$ cat config.mk
export PLATFORM = sky130hd
export DESIGN_NAME = skewed_row_feeder
export DESIGN_NICKNAME = d
export VERILOG_FILES = /design/src/rtl/systola_pkg.sv /design/src/rtl/row_fifo.sv /design/src/rtl/skewed_row_feeder.sv
export SDC_FILE = /design/constraint.sdc
export NUM_CORES = 2
export LEC_CHECK = 0
export CAP_MARGIN = 20
export CORE_ASPECT_RATIO = 0.5
export CORE_UTILIZATION = 55
export CTS_CLUSTER_DIAMETER = 120
export DETAILED_ROUTE_END_ITERATION = 7
export PLACE_DENSITY = 0.72
export SYNTH_ARGS = -nofsm -noshare
export SYNTH_HDL_FRONTEND = slang
export SYNTH_SLANG_ARGS = --single-unit
export TNS_END_PERCENT = 1
$ cat constraint.sdc
create_clock -name clk -period 4.9 [get_ports clk]
set_input_delay 0.98 -clock clk [delete_from_list [all_inputs] [get_ports clk]]
set_output_delay 0.98 -clock clk [all_outputs]
set_load 0.05 [all_outputs]
$ cat src/rtl/systola_pkg.sv
// Shared definitions for the systolic-array front end: default geometry and sizing helpers.
package systola_pkg;

  localparam int unsigned WORDLEN_DEFAULT = 8;
  localparam int unsigned ROWS_DEFAULT    = 16;
  localparam int unsigned COLS_DEFAULT    = 16;
  localparam int unsigned DEPTH_DEFAULT   = 8;

  // Ceiling log2, never less than 1 so a single-row select still has a bit.
  function automatic int unsigned clog2_min1(input int unsigned n);
    int unsigned w;
    w = 0;
    while ((32'd1 << w) < n) w = w + 1;
    if (w == 0) w = 1;
    return w;
  endfunction

endpackage

$ cat src/rtl/row_fifo.sv
// Single-channel synchronous FIFO with registered read data, one per array row.
module row_fifo
  import systola_pkg::*;
#(
  parameter int unsigned WORDLEN = WORDLEN_DEFAULT,
  parameter int unsigned DEPTH   = DEPTH_DEFAULT
) (
  input  logic               clk,
  input  logic               rst,
  input  logic               clr,
  input  logic               push,
  input  logic               pop,
  input  logic [WORDLEN-1:0] din,
  output logic [WORDLEN-1:0] dout,
  output logic               full,
  output logic               empty
);

  localparam int unsigned AW = $clog2(DEPTH);

  logic [WORDLEN-1:0] mem_q [DEPTH];
  logic [AW-1:0]      wr_ptr_q, rd_ptr_q;
  logic [AW:0]        count_q, count_d;
  logic [WORDLEN-1:0] dout_q;
  logic               push_ok, pop_ok;

  assign full    = (count_q == (AW+1)'(DEPTH));
  assign empty   = (count_q == '0);
  assign push_ok = push && !full;
  assign pop_ok  = pop && !empty;
  assign dout    = dout_q;

  // Next occupancy: simultaneous push and pop leaves the count unchanged.
  always_comb begin
    count_d = count_q;
    unique case ({push_ok, pop_ok})
      2'b10:   count_d = count_q + (AW+1)'(1);
      2'b01:   count_d = count_q - (AW+1)'(1);
      default: count_d = count_q;
    endcase
  end

  // Storage array; contents need no reset since the count guards reads.
  always_ff @(posedge clk) begin
    if (push_ok && !rst && !clr) mem_q[wr_ptr_q] <= din;
  end

  // Pointers wrap naturally because DEPTH is a power of two.
  always_ff @(posedge clk) begin
    if (rst || clr) begin
      wr_ptr_q <= '0;
      rd_ptr_q <= '0;
      count_q  <= '0;
      dout_q   <= '0;
    end else begin
      if (push_ok) wr_ptr_q <= wr_ptr_q + AW'(1);
      if (pop_ok) begin
        rd_ptr_q <= rd_ptr_q + AW'(1);
        dout_q   <= mem_q[rd_ptr_q];
      end
      count_q <= count_d;
    end
  end

endmodule

$ cat src/rtl/skewed_row_feeder.sv
// Bank of per-row FIFOs drained in lockstep, with a diagonal skew so row r lags row 0 by r cycles.
module skewed_row_feeder
  import systola_pkg::*;
#(
  parameter int unsigned ROWS    = ROWS_DEFAULT,
  parameter int unsigned WORDLEN = WORDLEN_DEFAULT,
  parameter int unsigned DEPTH   = DEPTH_DEFAULT,
  localparam int unsigned RW     = clog2_min1(ROWS)
) (
  input  logic                    clk,
  input  logic                    rst,
  input  logic                    clr,
  input  logic                    wr_en,
  input  logic [RW-1:0]           wr_row,
  input  logic [WORDLEN-1:0]      wr_data,
  input  logic                    fire,
  output logic [ROWS*WORDLEN-1:0] row_data,
  output logic [ROWS-1:0]         row_valid,
  output logic [ROWS-1:0]         full,
  output logic [ROWS-1:0]         empty,
  output logic                    busy,
  output logic                    err_ovf,
  output logic                    err_udf
);

  localparam logic [RW:0] RowsW = (RW+1)'(ROWS);

  logic [ROWS-1:0]    fifo_full, fifo_empty, push;
  logic [WORDLEN-1:0] fifo_dout [ROWS];
  logic               row_ok, pop, ovf_evt, udf_evt;
  logic               pop_q;  // FIFO dout registers hold freshly popped words
  logic [ROWS-1:0]    vld_q, vld_d;
  logic               busy_q, err_ovf_q, err_udf_q;

  // Write decode and error detection; fullness is judged before any same-cycle pop.
  always_comb begin
    row_ok  = ({1'b0, wr_row} < RowsW);
    pop     = fire && (fifo_empty == '0);
    udf_evt = fire && (fifo_empty != '0);
    ovf_evt = wr_en && (!row_ok || fifo_full[wr_row]);
    for (int r = 0; r < ROWS; r++) begin
      push[r] = wr_en && row_ok && (wr_row == RW'(r)) && !fifo_full[r];
    end
  end

  for (genvar r = 0; r < ROWS; r++) begin : g_row
    row_fifo #(
      .WORDLEN (WORDLEN),
      .DEPTH   (DEPTH)
    ) u_fifo (
      .clk   (clk),
      .rst   (rst),
      .clr   (clr),
      .push  (push[r]),
      .pop   (pop),
      .din   (wr_data),
      .dout  (fifo_dout[r]),
      .full  (fifo_full[r]),
      .empty (fifo_empty[r])
    );

    logic [WORDLEN-1:0] chain_q [0:r];

    // Skew chain for this row: stage 0 plus r delay stages, zero when no word is in flight.
    always_ff @(posedge clk) begin
      if (rst || clr) begin
        for (int k = 0; k <= r; k++) chain_q[k] <= '0;
      end else begin
        chain_q[0] <= pop_q ? fifo_dout[r] : '0;
        for (int k = 1; k <= r; k++) chain_q[k] <= chain_q[k-1];
      end
    end

    assign row_data[r*WORDLEN +: WORDLEN] = chain_q[r];
  end

  // Valid bit of skew stage k is shared by every row that still has stage k.
  always_comb begin
    vld_d    = '0;
    vld_d[0] = pop_q;
    for (int k = 1; k < ROWS; k++) vld_d[k] = vld_q[k-1];
  end

  // Pipeline valids, busy and sticky error flags.
  always_ff @(posedge clk) begin
    if (rst || clr) begin
      pop_q     <= 1'b0;
      vld_q     <= '0;
      busy_q    <= 1'b0;
      err_ovf_q <= 1'b0;
      err_udf_q <= 1'b0;
    end else begin
      pop_q     <= pop;
      vld_q     <= vld_d;
      busy_q    <= |vld_d;
      err_ovf_q <= err_ovf_q | ovf_evt;
      err_udf_q <= err_udf_q | udf_evt;
    end
  end

  assign row_valid = vld_q;
  assign full      = fifo_full;
  assign empty     = fifo_empty;
  assign busy      = busy_q;
  assign err_ovf   = err_ovf_q;
  assign err_udf   = err_udf_q;

endmodule

==> summary.txt <==
GRT
  • Pin count of the biggest net entering global routing: 263
  • Initial antenna violation count: 10
  • Total track usage: 0.216
  • Total grt overflow: 0
  • First-pass GRT wire length: 256000 um
  • Vias in the first global route: 42600

Routing
  • WL final: 167000 um
  • TritonRoute pass-1 iters: 5
  • Vias: 42900
  • Vias per inst: 5.47
  • Wire length per cell: 21.3 um
  • Detail Route Antenna Nets: 0
  • 1st-iter DRT viols: 3942
  • Drt drc: 0

STA
  • Minimum clock period: 4100 ps
  • Worst Skew: 48.1 ps
  • Final hold viol count: 0
  • Slew Limit Fails: 0
  • FMAX: 244 MHz
  • Final setup margin: 801 ps
  • Finish-stage setup viols: 0
  • Slew headroom: 0.295
  • Fin Setup TNS: 0 ps
  • RSZ-0062 raised after global routing: false
  • Slew @ Worst Pin: 1060 ps
  • Final Cycle Share: 0.837

Yosys
  • Post-Syn Area: 83600 um^2
  • Post-synthesis compound-gate area fraction: 0.0369
  • Post-Synth Adder-Cell Area: 0.0129
  • Post-synthesis mux area share: 0.0900
  • Main combinational cell family by area after synthesis: simple AND/OR/NAND/NOR gates
  • Yosys cell types: 52
  • Register area share after synthesis: 0.702
  • #FFs+latches synth: 2420
  • Prevailing post-synth register cell: dfxtp_1
  • Avg Inst Size Synth: 14.9 um^2
  • Area leader, netlist: edfxtp_1
  • Count leader, synth: dfxtp_1
  • Mapped Cells: 5631
  • Commonest cells in the netlist: dfxtp_1, edfxtp_1, and2_1
  • Yosys top cell area share: 0.368
  • Cells taking the most area after synthesis: edfxtp_1, dfxtp_1, and2_1, mux4_2, mux2i_1
  • Post-synth net total: 5732
  • Count of flip-flops with a built-in enable after synthesis: 1024
  • Synthesized-area fraction occupied by and/or/nand/nor cells: 0.120
  • Async set or reset register ratio after synthesis: 0
  • XOR/XNOR share of the synthesized area: 0.00869
  • Synth warnings: 0

Clocking
  • Hold_buf cts: 0
  • Worst-path clk slew: 70 ps
  • H-Tree Depth: 4
  • CTS Buf Count: 194
  • Latest clock arrival within the worst-skew pair: 840 ps
  • Post-CTS Setup Repair Bufs: 0
  • Root buffer selected by CTS: clkbuf_16
  • CTS tree: done
  • CTS Sinks: 2420
  • Clock buffer depth: 3
  • Post-CTS sizing: 0

Placed design
  • Post-placement cell area: 86900 um^2
  • Worst slack at placement: 642 ps
  • DP HPWL: 106000 um
  • Input/output buffers: 195
  • Final estimated routing congestion in global placement: 0.855

Die
  • Placeable Area: 150000 um^2
  • Die ar.: 154000 um^2
  • Starting Density: 0.558
  • Die width: 553 um
  • Num ports: 196
  • Site row count: 100
  • Die Y: 278 um

Setup path
  • Crit path max fanout: 8
  • Critical path type: reg -> out
  • Crit path arrival time: 3120 ps
  • CP endpoint kind: output port
  • Critical Path RT: 3920 ps
  • CP startpoint kind: flip-flop

Layout
  • Area Overhead vs Synth: 11.9%
  • # fillers: 10500
  • Post-route cell area: 93500 um^2
  • Final nets: 5778
  • Proportion of layout cells with a drive suffix above 1: 0.138

Run status
  • Status: complete, no violations

Power and ir drop
  • Pwr/cell area: 400 nW/um^2
  • Leakage: 32.4 nW
  • Power Total: 37.4 mW
  • Worst vdd ir: 430 uV

Worst hold path
  • Tightest Hold Check Type: reg -> reg

Job
  • Max_cap viols: 0
## power breakdown
group	switching, mW	internal (mW)	total, mW
logic	0.408	0.0731	0.481
registers	0.00746	21.0	21.0
clock network	7.17	8.79	16.0
total	7.58	29.8	37.4
## placed cells by master, fill, tap and decap left out, types with 16 or more instances in the layout
master / instances
a211oi_1: 71
a211oi_2: 60
a21oi_1: 70
a31oi_1: 129
and2_1: 977
and3_1: 143
buf_4: 105
bufinv_16: 18
clkbuf_1: 30
clkbuf_16: 197
clkbuf_8: 25
clkdlybuf4s50_1: 186
clkinv_1: 18
clkinv_2: 41
dfxtp_1: 1395
edfxtp_1: 1024
ha_1: 80
inv_1: 30
mux2i_1: 174
mux4_2: 257
nand2_1: 109
nand2b_1: 40
nand3_1: 17
nand4_1: 16
nor2_1: 207
nor3_1: 44
nor4bb_1: 18
o21a_1: 27
o21ai_0: 35
o31ai_1: 16
or3_1: 32
or4_1: 16
xnor2_1: 20
xor2_1: 63
## registers in the layout, summed over array words and instances (netlist names)
| signal | cells |
|---|---|
| g_row.chain_q | 1088 |
| err_ovf | 1 |
| g_row.u_fifo.mem_q | 1024 |
| g_row.u_fifo.count_q | 64 |
| g_row.u_fifo.wr_ptr_q | 48 |
| g_row.u_fifo.rd_ptr_q | 48 |
| row_valid | 16 |
| pop_q | 1 |
| g_row.u_fifo.dout | 128 |
| busy | 1 |
| err_udf | 1 |
## path summary, 6_finish.rpt
check | start | to | slack (ps) | depth (start not counted)
worst max-delay path | g_row[5].u_fifo.count_q[1]$_SDFFE_PP0P_ | full[5] | 800 | 2
worst min-delay path | g_row[13].chain_q[0][13]$_SDFF_PP0_ | g_row[13].chain_q[0][21]$_SDFF_PP0_ | 410 | 1
worst max register to register | g_row[9].u_fifo.count_q[1]$_SDFFE_PP0P_ | g_row[11].u_fifo.count_q[3]$_SDFFE_PP0P_ | 1040 | 11
worst min register to register | g_row[13].chain_q[0][13]$_SDFF_PP0_ | g_row[13].chain_q[0][21]$_SDFF_PP0_ | 410 | 1
## stage by stage
stage | util | hold WS (ps) | instances
finish | 0.625 | 408 | 7835
global route | 0.625 | 420 | 7834
CTS | 0.624 | 407 | 7833
detailed placement | 0.580 | 410 | 7469
global placement | 0.579 | 407 | 7458
floorplan | - | 406 | 5631
## kinds of logic (layout without fill, tap and decap cells)
group	Yosys count	after routing
adder cells (fa/ha/maj)	84	84
other	0	1
multiplexers	431	431
AO/OA/AOI/OAI	430	430
buffers and inverters	492	706
flip-flops	2420	2420
AND/OR/NAND/NOR	1691	1691
XOR/XNOR	83	83
## layout make-up
| type | count | area, um^2 | share of cell area |
|---|---|---|---|
| diodes | 1 | 2.50 | 0.0000268 |
| clock buffers | 252 | 5390 | 0.0576 |
| clock inverters | 112 | 1230 | 0.0131 |
| inverters | 30 | 113 | 0.00120 |
| multi-input cells | 2719 | 22500 | 0.241 |
| flip-flops and latches | 2420 | 58700 | 0.628 |
| well taps | 1989 | 2490 | 0.0266 |
| repair buffers | 312 | 3090 | 0.0330 |
## routing by layer
metal / GRT usage / vias up / share of wire
li1: - / 20000 / -
met1: 0.334 / 21200 / 0.48
met2: 0.307 / 1410 / 0.42
met3: 0.0444 / 261 / 0.080
met4: 0.0640 / 4 / 0.022
met5: 0 / - / 0.00014
## worst max-delay path, stage by stage, from the launching register on
cell	delay [ps]
dfxtp_1	410
nor4b_2	920
clkdlybuf4s50_1	970
No activity file was read; power rests on OpenSTA's default activity.
